[src/rtl/hlcp_clk_detect.sv]
// HLCP receive-side link clock detector: synchronizes clk_in, emits edge strobes,
// measures the rise-to-rise period and tracks lock / loss of lock.
`timescale 1ns / 1ps

module hlcp_clk_detect #(
  parameter int unsigned SYNC_STAGES = 2,
  parameter int unsigned CNT_W       = 10,
  parameter int unsigned TOL         = 1,
  parameter int unsigned LOCK_CNT    = 4
) (
  input  logic             sys_clk,
  input  logic             sys_resetb,
  input  logic             core_en,
  input  logic             clk_in,
  output logic             clk_r,
  output logic             clk_f,
  output logic [CNT_W-1:0] period,
  output logic             locked,
  output logic             lost
);

  localparam int unsigned MW = $clog2(LOCK_CNT + 1);
  localparam logic [CNT_W:0]  TolX  = (CNT_W + 1)'(TOL);
  localparam logic [MW-1:0]   LockM = MW'(LOCK_CNT);

  typedef enum logic [1:0] {StIdle, StAcq, StMeas, StLocked} state_e;

  logic [SYNC_STAGES-1:0] r_sync;
  logic                   r_hist;
  logic [CNT_W-1:0]       r_cnt;
  logic [CNT_W-1:0]       r_ref;
  logic [CNT_W-1:0]       r_period;
  logic [MW-1:0]          r_match;
  logic                   r_seen;
  logic                   r_locked;
  logic                   r_lost;
  state_e                 r_state;

  logic                   w_rise;
  logic                   w_fall;
  logic                   w_sat;
  logic                   w_in_tol;
  logic                   w_timeout;
  logic [CNT_W:0]         w_cnt_x;
  logic [CNT_W:0]         w_ref_x;
  logic [CNT_W:0]         w_diff;
  logic [MW-1:0]          w_match_inc;

  always_ff @(posedge sys_clk or negedge sys_resetb) begin
    if (!sys_resetb) begin
      r_sync <= '0;
      r_hist <= 1'b0;
    end else begin
      r_sync <= {r_sync[SYNC_STAGES-2:0], clk_in};
      r_hist <= r_sync[SYNC_STAGES-1];
    end
  end

  assign w_rise = r_sync[SYNC_STAGES-1] & ~r_hist;
  assign w_fall = ~r_sync[SYNC_STAGES-1] & r_hist;
  assign w_sat  = &r_cnt;

  // One extra bit so |cnt-ref| and ref+TOL never wrap.
  assign w_cnt_x     = {1'b0, r_cnt};
  assign w_ref_x     = {1'b0, r_ref};
  assign w_diff      = (w_cnt_x >= w_ref_x) ? (w_cnt_x - w_ref_x) : (w_ref_x - w_cnt_x);
  assign w_in_tol    = (w_diff <= TolX);
  assign w_timeout   = (w_cnt_x > (w_ref_x + TolX));
  assign w_match_inc = r_match + 1'b1;

  always_ff @(posedge sys_clk or negedge sys_resetb) begin
    if (!sys_resetb) begin
      r_cnt <= '0;
    end else if (w_rise) begin
      r_cnt <= CNT_W'(1);
    end else if (!w_sat) begin
      r_cnt <= r_cnt + 1'b1;
    end
  end

  always_ff @(posedge sys_clk or negedge sys_resetb) begin
    if (!sys_resetb) begin
      r_state  <= StIdle;
      r_ref    <= '0;
      r_period <= '0;
      r_match  <= '0;
      r_seen   <= 1'b0;
      r_locked <= 1'b0;
      r_lost   <= 1'b0;
    end else begin
      r_lost <= 1'b0;
      if (!core_en) begin
        r_state  <= StIdle;
        r_period <= '0;
        r_match  <= '0;
        r_seen   <= 1'b0;
        r_locked <= 1'b0;
      end else begin
        unique case (r_state)
          StIdle: begin
            r_state <= StAcq;
            r_seen  <= 1'b0;
          end
          StAcq: begin
            if (w_rise) begin
              if (!r_seen) begin
                r_seen <= 1'b1;
              end else begin
                r_ref   <= r_cnt;
                r_match <= '0;
                r_state <= StMeas;
              end
            end
          end
          StMeas: begin
            if (w_rise) begin
              if (w_in_tol) begin
                r_match <= w_match_inc;
                if (w_match_inc == LockM) begin
                  r_state  <= StLocked;
                  r_period <= r_cnt;
                  r_locked <= 1'b1;
                end
              end else begin
                r_ref   <= r_cnt;
                r_match <= '0;
              end
            end else if (w_sat) begin
              r_state <= StAcq;
              r_seen  <= 1'b0;
            end
          end
          StLocked: begin
            // A rise takes priority over the timeout; an out-of-tolerance rise
            // is reused as the first acquisition rise.
            if (w_rise) begin
              if (w_in_tol) begin
                r_period <= r_cnt;
              end else begin
                r_state  <= StAcq;
                r_seen   <= 1'b1;
                r_locked <= 1'b0;
                r_lost   <= 1'b1;
              end
            end else if (w_timeout) begin
              r_state  <= StAcq;
              r_seen   <= 1'b0;
              r_locked <= 1'b0;
              r_lost   <= 1'b1;
            end
          end
          default: r_state <= StIdle;
        endcase
      end
    end
  end

  assign clk_r  = core_en & w_rise;
  assign clk_f  = core_en & w_fall;
  assign period = r_period;
  assign locked = r_locked;
  assign lost   = r_lost;

endmodule

[config.mk]
export PLATFORM = sky130hd
export DESIGN_NAME = hlcp_clk_detect
export DESIGN_NICKNAME = d
export VERILOG_FILES = /design/src/rtl/hlcp_clk_detect.sv
export SDC_FILE = /design/constraint.sdc
export NUM_CORES = 1
export LEC_CHECK = 0
export CORE_ASPECT_RATIO = 1.4
export CORE_UTILIZATION = 39
export DETAILED_ROUTE_END_ITERATION = 6
export SLEW_MARGIN = 20
export SYNTH_ARGS = -nofsm -noshare
export SYNTH_HDL_FRONTEND = slang
export SYNTH_SLANG_ARGS = --single-unit
[constraint.sdc]
create_clock -name sys_clk -period 8.4 [get_ports sys_clk]
set_input_delay 1.26 -clock sys_clk [delete_from_list [all_inputs] [get_ports sys_clk]]
set_output_delay 1.26 -clock sys_clk [all_outputs]
set_load 0.03 [all_outputs]
==> flow_summary.json <==
{
  "status": "finished, final reports clean",
  "p_total_mw": 1.25,
  "viasPerCell": 5.58,
  "worst_pin_slew_ps": 987,
  "postSynth.asyncResetShare_pct": 100,
  "rows": 39,
  "cts_buffers": 5,
  "start_util_pct": 40.8,
  "drtAntennaViolNets": 0,
  "nNetsFinal": 441,
  "core_region_area_mm2": 0.00825,
  "startpoint": "core_en",
  "fp.dieH_um": 112,
  "ctsHoldBuffers": 0,
  "portBuffers": 17,
  "die_w_um": 80.5,
  "r2r-end": "period[2]$_DFFE_PN0P_",
  "fin_crit_sh_pct": 54.7,
  "ios": 18,
  "die_area_mm2": 0.00901,
  "htreeDepth": 2,
  "post-route-min-period_ps": 4590,
  "area_growth_pct": 10.5,
  "power_leakage_nw": 1.64,
  "hpwl_um": 6230,
  "firstDrtPassIters": 4,
  "postSynthAreaPerCell_um2": 8.65,
  "vias": 2782,
  "clock_latency_ps": 290,
  "grt_use_total_pct": 20.0,
  "cts.clk_slew.worst_paths_ps": 50,
  "hold_class": "flop to flop",
  "max_slew_margin_pct": 34.0,
  "routedWlPerCell_um": 16.1,
  "synth.distinct_cells": 56,
  "setup_viol": 0,
  "arrival_ps": 3330,
  "ir_drop_mv": 0.148,
  "grt_first_pass_wirelength_um": 13900,
  "max_freq_mhz": 218,
  "end_kind": "primary output",
  "dp_worst_setup_slack_ps": 3790,
  "postCtsSetupBuffers": 0,
  "root_buffer": "clkbuf_16",
  "finalHoldViolations": 0,
  "yosysSeqAreaShare_pct": 30.5,
  "fin_ws_ps": 3810,
  "required_ps": 7140,
  "drt_iter0_markers": 122,
  "power.density_mw_per_mm2": 336,
  "cts_resized": 0,
  "crit_end": "clk_r",
  "maxCapViolations": 0,
  "synth_top_cell_area_share_pct": 30.5,
  "whs_path_depth": 0,
  "syn_area_mm2": 0.00336,
  "synth_nets": 432,
  "path_class": "input pin to primary output",
  "ys.flop_type": "dfrtp_1",
  "ys_warn_count": 0,
  "place_area_mm2": 0.00359,
  "r2r_start": "r_cnt[2]$_DFFE_PN0P_",
  "ys_ff_latch": 41,
  "drive_above_1_share_pct": 5.04,
  "synth_top_area_cell": "dfrtp_1",
  "cts_tree": "yes",
  "diodes": 0,
  "grt_pass1_vias": 2912,
  "finalSetupTns_ps": 0,
  "crit_path_start_kind": "input pin",
  "synth_edf_count": 0,
  "routed_wl_um": 8020,
  "overflow": 0,
  "critPathMaxFanout": 32,
  "final_cell_area_mm2": 0.00372,
  "clkSinkCount": 41,
  "syn_inst": 389,
  "fin_hold_ws_ps": 357,
  "final.setup_skew_ps": 8.60,
  "finalWeightedCongestion": 0.891,
  "drc": 0,
  "grt_max_degree": 42,
  "rr_worst_depth": 11,
  "reg2reg_slack_ps": 4400,
  "antenna_found_initial": 0,
  "cts_buffer_depth": 2,
  "synth.area.top_cells": "dfrtp_1, ha_1, mux2i_1, xnor2_1, nand3_1",
  "rsz0062_at_grt": "false",
  "slew_violations": 0
}
[cell usage in the layout (no fill, tap or decap), drive strengths merged, types with 5 or more instances in the layout]
cell type | netlist | final
a21o | 7 | 7
nor2 | 20 | 20
clkbuf | 9 | 5
nand2 | 34 | 34
inv | 31 | 31
clkdlybuf4s50 | 0 | 16
mux2i | 15 | 15
nor2b | 6 | 6
a21oi | 23 | 23
ha | 37 | 37
a211oi | 6 | 6
nand3 | 26 | 26
dfrtp | 41 | 41
nor3 | 8 | 8
o21a | 9 | 9
o21ai | 34 | 34
xnor2 | 17 | 17
and3 | 7 | 7
[metal layers]
metal / global-route usage [%] / vias to the layer above / part of all wire, %
met5: 0 / - / 0
met4: 9.76 / 0 / 3.3
met3: 3.11 / 22 / 2.5
met2: 34.6 / 54 / 52
met1: 23.4 / 1311 / 42
li1: - / 1395 / -
[how the worst min path moves through the flow]
| stage | startpoint | slack, ps | endpoint |
|---|---|---|---|
| floorplan | r_sync[0]$_DFF_PN0_ | 330 | r_sync[1]$_DFF_PN0_ |
| global placement | r_sync[0]$_DFF_PN0_ | 340 | r_sync[1]$_DFF_PN0_ |
| detailed placement | r_sync[0]$_DFF_PN0_ | 350 | r_sync[1]$_DFF_PN0_ |
| CTS | r_sync[0]$_DFF_PN0_ | 360 | r_sync[1]$_DFF_PN0_ |
| global route | r_sync[0]$_DFF_PN0_ | 360 | r_sync[1]$_DFF_PN0_ |
| finish | r_sync[0]$_DFF_PN0_ | 360 | r_sync[1]$_DFF_PN0_ |
[final cells by class]
type	instances	area [µm²]
timing repair buffer	19	180
clock buffer	5	125
sequential	41	1030
inverter	31	116
multi-input combinational	300	2140
fill	814	4530
clock inverter	1	5.00
tap	102	128
[critical path, cell delays in order]
cell and delay [ps]:
clkdlybuf4s50_1 1120, nand2_1 160, inv_1 120, clkdlybuf4s50_1 670
[through the flow]
stage / utilization [%] / instances
CTS: 45.1 / 499
floorplan: - / 389
global route: 45.1 / 499
detailed placement: 43.5 / 493
finish: 45.1 / 499
global placement: 43.5 / 493
[Yosys cell counts, types with 2 or more instances]
cell,count
fa_1,2
nor3_1,8
o2111ai_1,2
nand3_1,26
nand4_1,3
mux2_2,3
o21bai_1,2
a2111oi_0,3
clkbuf_1,9
o211ai_1,2
a21o_1,7
inv_1,31
o21a_1,8
buf_6,2
nor2_1,20
buf_2,5
nor2b_1,6
o21ai_0,22
a221oi_1,2
dfrtp_1,41
a211oi_1,5
o21ai_1,12
xor2_1,3
nand2b_1,3
xnor2_1,17
and2_1,3
ha_1,37
mux2i_1,15
nand2_1,34
a21oi_1,22
nor4_1,2
a31oi_1,2
and3_1,7
[power breakdown]
part           switching (mW)  leakage (nW)  internal, mW
Combinational           0.454          1.03         0.327
Clock                  0.0720        0.0655         0.106
Sequential             0.0552         0.542         0.234
[state kept, by name, summed over array words and instances (netlist names)]
name,count
period,10
r_cnt,10
r_ref,10
r_match,3
r_state,2
r_sync,2
locked,1
lost,1
r_hist,1
r_seen,1
[logic make-up after synthesis]
family	share of synthesized area (%)
xor+xnor	5.21
buf+inv	5.99
simple gates	17.5
fa+ha+maj	14.9
mux	5.47
flops	30.5
compound gates	20.4
(Power assumes the default switching activity.)
